[src/rtl/mem_req_ctrl_if.sv]
// Request/response handshake bundle between a requester (master) and mem_req_ctrl (slave).
// Both directions are valid/ready; the slave holds the response until it is accepted.
interface mem_req_ctrl_if;
   logic        req_valid;
   logic        req_ready;
   logic        req_wr;
   logic [31:0] req_addr;
   logic [3:0]  req_strb;
   logic [31:0] req_wdata;
   logic        resp_valid;
   logic        resp_ready;
   logic [31:0] resp_rdata;
   logic        resp_err;

   modport master (
      output req_valid, req_wr, req_addr, req_strb, req_wdata, resp_ready,
      input  req_ready, resp_valid, resp_rdata, resp_err
   );

   modport slave (
      input  req_valid, req_wr, req_addr, req_strb, req_wdata, resp_ready,
      output req_ready, resp_valid, resp_rdata, resp_err
   );
endinterface

[src/rtl/mem_req_ctrl.sv]
// Single-request load/store controller for ideal_mem; partial stores do read-modify-write.
// Response after 1/2/3 cycles (empty/full-or-load/partial); held until resp_ready. Optional MEM_REQ_CTRL_RANGE_CHECK_EN.
module mem_req_ctrl #(
   parameter int ADDR_WIDTH = 10
) (
   input  logic                  clk,
   input  logic                  rst,
   mem_req_ctrl_if.slave         bus,
   output logic [ADDR_WIDTH-1:0] mem_raddr,
   output logic [ADDR_WIDTH-1:0] mem_waddr,
   output logic                  mem_rden,
   output logic                  mem_wren,
   output logic [31:0]           mem_wdata,
   input  logic [31:0]           mem_rdata
);

   typedef enum logic [1:0] {IDLE, READ, WRITE, RESP} state_t;

   state_t                state;
   state_t                state_nxt;
   logic [ADDR_WIDTH-3:0] widx_q;
   logic                  wr_q;
   logic [3:0]            strb_q;
   logic [31:0]           wdata_q;
   logic [31:0]           rword_q;
   logic                  accept;
   logic                  range_err;
   logic                  addr_unused;

   assign accept = (state == IDLE) && bus.req_valid;

`ifdef MEM_REQ_CTRL_RANGE_CHECK_EN
   logic err_q;

   assign range_err   = |bus.req_addr[31:ADDR_WIDTH];
   assign addr_unused = ^bus.req_addr[1:0];
`else
   // Upper address bits are dropped, so out-of-range addresses alias into the array.
   assign range_err   = 1'b0;
   assign addr_unused = ^{bus.req_addr[31:ADDR_WIDTH], bus.req_addr[1:0]};
`endif

   always_ff @(posedge clk) begin
      if (rst) begin
         state <= IDLE;
      end else begin
         state <= state_nxt;
      end
   end

   always_comb begin
      state_nxt = state;
      case (state)
         IDLE: begin
            if (bus.req_valid) begin
               if (range_err)                  state_nxt = RESP;
               else if (!bus.req_wr)           state_nxt = READ;
               else if (bus.req_strb == 4'hF)  state_nxt = WRITE;
               else if (bus.req_strb == 4'h0)  state_nxt = RESP;
               else                            state_nxt = READ;
            end
         end
         READ:    state_nxt = wr_q ? WRITE : RESP;
         WRITE:   state_nxt = RESP;
         RESP:    if (bus.resp_ready) state_nxt = IDLE;
         default: state_nxt = IDLE;
      endcase
   end

   always_ff @(posedge clk) begin
      if (rst) begin
         widx_q  <= '0;
         wr_q    <= 1'b0;
         strb_q  <= 4'h0;
         wdata_q <= '0;
         rword_q <= '0;
`ifdef MEM_REQ_CTRL_RANGE_CHECK_EN
         err_q   <= 1'b0;
`endif
      end else begin
         if (accept) begin
            widx_q  <= bus.req_addr[ADDR_WIDTH-1:2];
            wr_q    <= bus.req_wr;
            strb_q  <= bus.req_strb;
            wdata_q <= bus.req_wdata;
            rword_q <= '0;
`ifdef MEM_REQ_CTRL_RANGE_CHECK_EN
            err_q   <= range_err;
`endif
         end
         if (state == READ) begin
            rword_q <= mem_rdata;
         end
      end
   end

   always_comb begin
      bus.req_ready  = (state == IDLE) && !rst;
      mem_rden       = (state == READ);
      mem_wren       = (state == WRITE) && !rst;
      bus.resp_valid = (state == RESP);
      bus.resp_rdata = ((state == RESP) && !wr_q) ? rword_q : 32'h0;
`ifdef MEM_REQ_CTRL_RANGE_CHECK_EN
      bus.resp_err   = (state == RESP) && err_q;
`else
      bus.resp_err   = 1'b0;
`endif
   end

   // Unstrobed lanes keep the word fetched in READ.
   always_comb begin
      mem_wdata = 32'h0;
      for (int i = 0; i < 4; i++) begin
         mem_wdata[8*i +: 8] = strb_q[i] ? wdata_q[8*i +: 8] : rword_q[8*i +: 8];
      end
   end

   assign mem_raddr = {2'b00, widx_q};
   assign mem_waddr = {2'b00, widx_q};

endmodule

[src/flat_wrapper.sv]
// flat-port wrapper written by rule: the top's interface ports become plain ports
module mem_req_ctrl_flat 
#(
   parameter int ADDR_WIDTH = 10
)
  (clk, rst, mem_raddr, mem_waddr, mem_rden, mem_wren, mem_wdata, mem_rdata, bus_req_valid, bus_req_wr, bus_req_addr, bus_req_strb, bus_req_wdata, bus_resp_ready, bus_req_ready, bus_resp_valid, bus_resp_rdata, bus_resp_err);
  mem_req_ctrl_if bus_i ();
  input  logic clk;
  input  logic rst;
  output logic [ADDR_WIDTH-1:0] mem_raddr;
  output logic [ADDR_WIDTH-1:0] mem_waddr;
  output logic mem_rden;
  output logic mem_wren;
  output logic [31:0] mem_wdata;
  input  logic [31:0] mem_rdata;
  input wire logic [$bits(bus_i.req_valid)-1:0] bus_req_valid;
  input wire logic [$bits(bus_i.req_wr)-1:0] bus_req_wr;
  input wire logic [$bits(bus_i.req_addr)-1:0] bus_req_addr;
  input wire logic [$bits(bus_i.req_strb)-1:0] bus_req_strb;
  input wire logic [$bits(bus_i.req_wdata)-1:0] bus_req_wdata;
  input wire logic [$bits(bus_i.resp_ready)-1:0] bus_resp_ready;
  output wire logic [$bits(bus_i.req_ready)-1:0] bus_req_ready;
  output wire logic [$bits(bus_i.resp_valid)-1:0] bus_resp_valid;
  output wire logic [$bits(bus_i.resp_rdata)-1:0] bus_resp_rdata;
  output wire logic [$bits(bus_i.resp_err)-1:0] bus_resp_err;
  assign bus_i.req_valid = bus_req_valid;
  assign bus_i.req_wr = bus_req_wr;
  assign bus_i.req_addr = bus_req_addr;
  assign bus_i.req_strb = bus_req_strb;
  assign bus_i.req_wdata = bus_req_wdata;
  assign bus_i.resp_ready = bus_resp_ready;
  assign bus_req_ready = bus_i.req_ready;
  assign bus_resp_valid = bus_i.resp_valid;
  assign bus_resp_rdata = bus_i.resp_rdata;
  assign bus_resp_err = bus_i.resp_err;
  mem_req_ctrl #(.ADDR_WIDTH(ADDR_WIDTH)) u_core (.clk(clk), .rst(rst), .bus(bus_i), .mem_raddr(mem_raddr), .mem_waddr(mem_waddr), .mem_rden(mem_rden), .mem_wren(mem_wren), .mem_wdata(mem_wdata), .mem_rdata(mem_rdata));
endmodule
[config.mk]
export PLATFORM = sky130hd
export DESIGN_NAME = mem_req_ctrl_flat
export DESIGN_NICKNAME = d
export VERILOG_FILES = /design/src/rtl/mem_req_ctrl_if.sv /design/src/rtl/mem_req_ctrl.sv /design/src/flat_wrapper.sv
export SDC_FILE = /design/constraint.sdc
export NUM_CORES = 1
export LEC_CHECK = 0
export BUFFER_PORTS_ARGS = -buffer_cell sky130_fd_sc_hd__buf_2
export CORE_UTILIZATION = 45
export DETAILED_ROUTE_END_ITERATION = 8
export GPL_TIMING_DRIVEN = 1
export PLACE_DENSITY = 0.8
export SLEW_MARGIN = 10
export SYNTH_ARGS = -nofsm -noshare
export SYNTH_HDL_FRONTEND = slang
export SYNTH_SLANG_ARGS = --single-unit
[constraint.sdc]
create_clock -name clk -period 1.96 [get_ports clk]
set_input_delay 0.392 -clock clk [delete_from_list [all_inputs] [get_ports clk]]
set_output_delay 0.392 -clock clk [all_outputs]
set_load 0.01 [all_outputs]
**Word-level counts from Yosys, hierarchy flattened**

Cells that the tools add are included.

- Input bits: 105
- Register bits: 79
- Output and inout bits: 89
- Logic and storage cells: 36

- Reduce and logical (&&, ||, !) cells: 10
- Equality and inequality tests: 6
- Mux-type cells: 14

Operators with widths:

| kind | count |
|---|---|
| $mux 32 | 3 |
| $mux 8 | 4 |
| $mux 2 | 5 |
| $pmux 2 s4 | 1 |
| $eq 2x2->1 const B | 2 |
| $eq 4x4->1 const B | 1 |
| $logic_and 1x1->1 | 4 |
| $logic_not 4->1 | 1 |
| $ne 2x2->1 const B | 2 |
| $eq 2x1->1 const B | 1 |
| $logic_not 1->1 | 2 |
| $logic_not 2->1 | 1 |
| $reduce_and 2->1 | 1 |
| $reduce_bool 2->1 | 1 |
| $mux 1 | 1 |

**Longest topological paths before layout**

Gate-level depths: netlist of the first run.

- Depth after elaboration: 6
- Gate-level depth with buffers: 7
- Mapped depth without buffers: 6

**Worst setup path before layout of the first run**

Ideal clock, no wire load.

- Path kind: register to output
- Start point: register u_core.state[0]
- End point: output port bus_resp_rdata[10]
- Arrival time: 1083 ps
- Required time: 1568 ps
- Setup slack: 485 ps
- Path buffers: 1
- Stages on the path, launching flop included: 4
- Cells stage by stage: dfxtp_1 -> ha_1 -> clkbuf_1 -> and3_1

- Longest elaborated chain between the ends: 3

Ends and longest elaborated chain:

| element | line | text |
|---|---|---|
| start: declaration | mem_req_ctrl.sv:19 | `state_t state;` |
| start signal: assignment | mem_req_ctrl.sv:47 | `state <= state_nxt;` |
| $eq 2x2->1 | -- |  |
| net bus_resp_valid | flat_wrapper.sv:23 | `output wire logic [$bits(bus_i.resp_valid)-1:0] bus_resp_valid;` |
| $logic_and 1x1->1 | mem_req_ctrl.sv:102 | `bus.resp_rdata = ((state == RESP) && !wr_q) ? rword_q : 32'h0;` |
| $mux 32 | mem_req_ctrl.sv:102 |  |
| end: declaration | flat_wrapper.sv:24 | `output wire logic [$bits(bus_i.resp_rdata)-1:0] bus_resp_rdata;` |

The timed path passes the listed nets, and every way through them passes these cells.

**Worst setup path after layout of the first run**

- Start point: register u_core.state[0]
- End point: output port bus_resp_rdata[7]

- Longest elaborated chain between the ends: 3

Ends and longest elaborated chain:

| element | line |
|---|---|
| $eq 2x2->1 | mem_req_ctrl.sv:102 |
| $logic_and 1x1->1 | mem_req_ctrl.sv:102 |
| $mux 32 | mem_req_ctrl.sv:102 |

Every way passes these cells.

==> results of run 1 <==
routing by layer:
layer  routed length [um]  track usage  vias to the layer above
met5                    0            0                        -
met4                  103       0.0703                        0
met3                  519       0.0320                       10
met2                 4800        0.401                      110
met1                 4340        0.283                     1661
li1                     -            -                     1778
cells by family after synthesis:
logic type      synth area share
mux                       0.0979
fa+ha+maj                 0.0170
compound gates             0.118
other cells              0.00102
flops                      0.430
buf+inv                   0.0755
simple gates               0.260
sequential cells by signal, indices dropped and copies added, names as in the netlist:
signal	count
u_core.wr_q	1
u_core.wdata_q	32
u_core.strb_q	4
u_core.widx_q	8
u_core.state	2
u_core.rword_q	32
how the worst max path moves through the flow:
stage,endpoint,cells past startpoint,slack [ns],start
2_1_floorplan,bus_resp_rdata[10],3,0.49,u_core.state[0]
3_3_place_gp,bus_resp_rdata[7],4,0.45,u_core.state[0]
3_5_place_dp,bus_resp_rdata[7],4,0.42,u_core.state[0]
4_1_cts,bus_resp_rdata[7],4,0.04,u_core.state[0]
5_1_grt,bus_resp_rdata[11],4,0.04,u_core.state[0]
6_report,bus_resp_rdata[7],4,0.09,u_core.state[0]
report_power, final:
| part | leakage, nW | internal, mW | switching [mW] |
|---|---|---|---|
| sequential | 0.646 | 1.93 | 0.240 |
| clock | 0.0805 | 0.437 | 0.568 |
| combinational | 1.60 | 0.854 | 1.18 |
timing repair:
item	4_1_cts	5_1_grt
endpoints found under the setup margin	0	6
hold endpoints to repair	0	0
gates resized for setup	0	1
cell usage after synthesis (2+ instances only):
library cell    n
nand2_1       125
dfxtp_1        79
a21oi_1        78
and3_1         32
mux2_1         32
nand3b_1       32
clkbuf_1       29
buf_4          13
buf_2           9
ha_1            5
inv_1           5
nor2_1          2
o22ai_2         2
cell usage in the layout (no fill, tap or decap), types with 2 or more instances in the layout:
master	Yosys	routed
o22ai_2	2	2
clkinv_2	0	4
ha_1	5	4
nand2_1	125	124
nor2_1	2	2
dfxtp_1	79	79
nand3b_1	32	32
a21oi_1	78	78
mux2_1	32	32
and3_1	32	32
clkbuf_8	0	9
buf_2	9	164
buf_4	13	10
conb_1	1	5
inv_1	5	5
critical path, stage by stage, from the launching register on:
cell and delay [ns]:
dfxtp_1 0.40, ha_1 0.22, buf_6 0.21, and3_1 0.19, buf_2 0.13
through the flow:
stage | hold slack [ns] | setup slack (ns)
final | 0.279 | 0.0923
after global routing | 0.273 | 0.0351
after CTS | 0.265 | 0.0416
after detailed placement | 0.446 | 0.418
after global placement | 0.440 | 0.445
after floorplan | 0.434 | 0.485
area by class of cell:
| cell class | instances | area share |
|---|---|---|
| Tap cell | 102 | 0.0274 |
| Multi-Input combinational cell | 321 | 0.396 |
| Inverter | 6 | 0.00484 |
| Sequential cell | 79 | 0.340 |
| Timing Repair Buffer | 176 | 0.199 |
| Clock buffer | 9 | 0.0266 |
| Clock inverter | 5 | 0.00592 |
==> summary.md, run 1 <==
| Metric | Value |
|---|---|
| Status | finished, final reports clean |
| Hold-critical path depth | 3 |
| Via-per-instance ratio | 5.10 |
| Fin cells | 698 |
| Overall Power | 5.21 mW |
| Seq/Total Area, Yosys | 0.430 |
| Register Area | 1580 um2 |
| First-pass iteration count of the detailed router | 4 |
| Number of synthesized flops with an enable pin | 0 |
| Vias in the first global route | 3305 |
| Initial DRC count | 115 |
| Wire per inst | 14.0 um |
| Die extent in x | 92.4 um |
| Worst setup EP type | primary output |
| Total CTS buffers | 9 |
| Post-CTS Hold Fix Bufs | 0 |
| Post-route ant nets | 0 |
| Leak Pwr | 2.33 nW |
| Multi-input logic area | 1840 um2 |
| Crit Path Max Fanout | 22 |
| Critical path startpoint category | flip-flop |
| CTS Root Cell | clkbuf_8 |
| Worst hold endpoint | u_core.wdata_q[27] |
| Ys flop type | dfxtp_1 |
| DP HPWL | 6.70 mm |
| CTS max path bufs | 2 |
| Final hold violations | 0 |
| Average size of a mapped cell | 8.11 um2 |
| R2r endpoint | u_core.rword_q[7] |
| Peak Freq | 535 MHz |
| Fraction of layout cells with a size suffix above 1 | 0.332 |
| GP Congestion | 0.813 |
| RSZ-0062 raised after global routing | false |
| Final Max Slew Viols | 0 |
| Cells after DPL | 684 |
| R2r startpoint | u_core.state[0] |
| Final Core Density | 0.596 |
| Worst R2R Setup Slack | 0.42 ns |
| Synth warn | 0 |
| Top cells by area, synth | dfxtp_1 43%, nand2_1 13%, a21oi_1 11% |
| FP Rows | 32 |
| Filler cell count | 735 |
| Die area | 8540 um2 |
| Hold Crit Start | bus_req_wdata[27] |
| WP data arrival | 1.48 ns |
| First-pass GRT wire length | 15.5 mm |
| Via count | 3559 |
| Hold crit path type | in -> reg |
| Gr usage total | 0.227 |
| DRC violations left | 0 |
| Final Critical Period | 1.87 ns |
| Number of max-cap violations | 0 |
| GRT Residual Overflow | 0 |
| Synthesis-stage register bit count | 79 |
| Reg2Reg Depth | 6 |
| Nets | 703 |
| Clock sinks | 79 |
| Antenna violations before repair | 0 |
| Clk_lat worst skew | 0.34 ns |
| PwrDens | 1120 nW/um2 |
| H-tree levels | 3 |
| Synthesized instance count | 454 |
| Port Buffer Count | 164 |
| Final setup viols | 0 |
| N_diodes | 0 |
| Peak VDD IR | 0.663 mV |
| Yosys cell types | 24 |
| Leading area contributor after synthesis | dfxtp_1 |
| Post-CTS setup buffer count | 0 |
| Req. time, crit path | 1.57 ns |
| Crit path kind | reg -> out |
| Core Region | 7810 um2 |
| Area grow syn2layout | 26.4% |
| Finished Cell Area | 4650 um2 |
| Largest net degree at the start of global routing | 45 |
| Placed cell area | 4500 um2 |
| I/O pin cnt | 194 |
| Setup TNS | 0 ns |
| Fraction of registers with async set/reset | 0 |
| Routed wire length | 9.76 mm |
| Initial core utilization | 0.471 |
| Synth Cell Area | 3680 um2 |
| Height of the chip | 92.4 um |
| Clk slew on worst S/H paths | 0.08 ns |
| Clock skew | 0.00865 ns |
| CTS tree | built |
| Synth top area share | 0.430 |
| Final Cycle Share | 0.953 |
Note: power is estimated with default switching activity, not from simulation.
==> run 2: changes to the inputs <==
- PLACE_DENSITY: 0.8 -> 0.85
==> summary.md, run 2 (synthesized netlist as in run 1, its figures left out) <==
| Metric | Value |
|---|---|
| Status | finished, final reports clean |
| Clk slew on worst S/H paths | 0.08 ns |
| Fraction of layout cells with a size suffix above 1 | 0.329 |
| Clk_lat worst skew | 0.33 ns |
| DP Worst Slack | 0.305 ns |
| Die extent in x | 92.4 um |
| Hold crit path type | in -> reg |
| H-tree levels | 3 |
| Final hold violations | 0 |
| N_diodes | 0 |
| DP HPWL | 6.76 mm |
| Worst setup EP type | primary output |
| Initial core utilization | 0.471 |
| CTS tree | built |
| Largest net degree at the start of global routing | 66 |
| Peak VDD IR | 0.608 mV |
| DRC violations left | 0 |
| Via count | 3568 |
| Routed wire length | 9.76 mm |
| Antenna violations before repair | 0 |
| Most frequent cells in the layout | 164 x buf_2, 124 x nand2_1, 79 x dfxtp_1 |
| FP Rows | 32 |
| Final setup viols | 0 |
| Crit Path Max Fanout | 28 |
| Final Core Density | 0.601 |
| Area grow syn2layout | 27.5% |
| Overall Power | 5.28 mW |
| Worst R2R Setup Slack | 0.27 ns |
| I/O pin cnt | 194 |
| Setup TNS | 0 ns |
| First-pass iteration count of the detailed router | 4 |
| GP Congestion | 0.747 |
| First-pass GRT wire length | 15.8 mm |
| RSZ-0062 raised after global routing | false |
| Nets | 699 |
| Via-per-instance ratio | 5.13 |
| Gr usage total | 0.231 |
| Leak Pwr | 2.33 nW |
| CTS Root Cell | clkbuf_8 |
| GRT Residual Overflow | 0 |
| Top flop regs | u_core.rword_q: 32 flops, u_core.wdata_q: 32 flops, u_core.widx_q: 8 flops |
| Final Cycle Share | 0.952 |
| Number of max-cap violations | 0 |
| Initial DRC count | 93 |
| Commonest non-fill, non-tap cell in the layout | buf_2 |
| CTS max path bufs | 2 |
| Req. time, crit path | 1.57 ns |
| Die area | 8540 um2 |
| Post-route ant nets | 0 |
| Height of the chip | 92.4 um |
| Vias in the first global route | 3512 |
| Peak Freq | 536 MHz |
| Final setup margin | 0.0943 ns |
| Filler cell count | 717 |
| Reg2Reg Depth | 6 |
| Clock sinks | 79 |
| Clock skew | 0.00338 ns |
| Wire per inst | 14.0 um |
| Crit path kind | reg -> out |
| Critical path startpoint category | flip-flop |
| Port Buffer Count | 164 |
| Post-CTS Hold Fix Bufs | 0 |
| Hold-critical path depth | 3 |
| Final Critical Period | 1.87 ns |
| PwrDens | 1120 nW/um2 |
| Final Max Slew Viols | 0 |
| Total CTS buffers | 9 |
| Core Region | 7810 um2 |
| WP data arrival | 1.47 ns |
## run 2: changes by cell type in the layout (fill, tap and decap cells not counted)
| cell | delta |
|---|---|
| buf_4 | -7 |
| clkbuf_1 | +1 |
| clkinv_2 | -1 |
| buf_12 | +4 |
| ha_1 | -1 |
| clkbuf_8 | +1 |
| ha_4 | +1 |
| buf_6 | -1 |
## run 2: what timing repair did
| item | CTS | global route |
|---|---|---|
| gates resized for setup | 1 | 1 |
| gates cloned | 0 | 0 |
| buffers inserted | 0 | 0 |
| setup endpoints to repair | 28 | 28 |
## run 2: metal layers
metal  global-route usage  wire, um  vias up
li1                     -         -     1772
met1                0.275      4160     1640
met2                0.409      4760      145
met3               0.0443       709       11
met4               0.0846       134        0
met5                    0         0        -
## run 2: path summary, 6_finish.rpt
| path | to | startpoint |
|---|---|---|
| worst max-delay path | bus_resp_rdata[11] | u_core.state[0] |
| worst min-delay path | u_core.rword_q[10] | mem_rdata[10] |
| worst max register to register | u_core.widx_q[7] | u_core.state[1] |
| worst min register to register | u_core.wdata_q[20] | u_core.wdata_q[20] |
## run 2: report_power, final
group | internal (mW) | switching (mW) | total [mW]
combinational | 0.878 | 1.19 | 2.07
sequential | 1.93 | 0.247 | 2.17
clock | 0.482 | 0.550 | 1.03
total | 3.29 | 1.99 | 5.28
## run 2: critical path: stages, from the launching register on
cell,delay (ns)
dfxtp_1,0.43
ha_4,0.22
buf_12,0.18
and3_1,0.18
buf_2,0.13
## run 2: through the flow
stage / instance area (um2) / hold WS (ns) / instances
2_1_floorplan: 3690 / 0.434 / 458
3_3_place_gp: 4520 / 0.440 / 680
3_5_place_dp: 4520 / 0.447 / 680
4_1_cts: 4680 / 0.276 / 695
5_1_grt: 4690 / 0.274 / 695
6_report: 4690 / 0.292 / 695
## run 2: layout make-up
type	instances	area (um2)	share of cell area
clock buffers	11	141	0.0301
well taps	102	128	0.0272
repair buffers	172	943	0.201
clock inverters	4	22.5	0.00480
multi-input cells	321	1850	0.395
inverters	6	22.5	0.00480
flip-flops and latches	79	1580	0.337
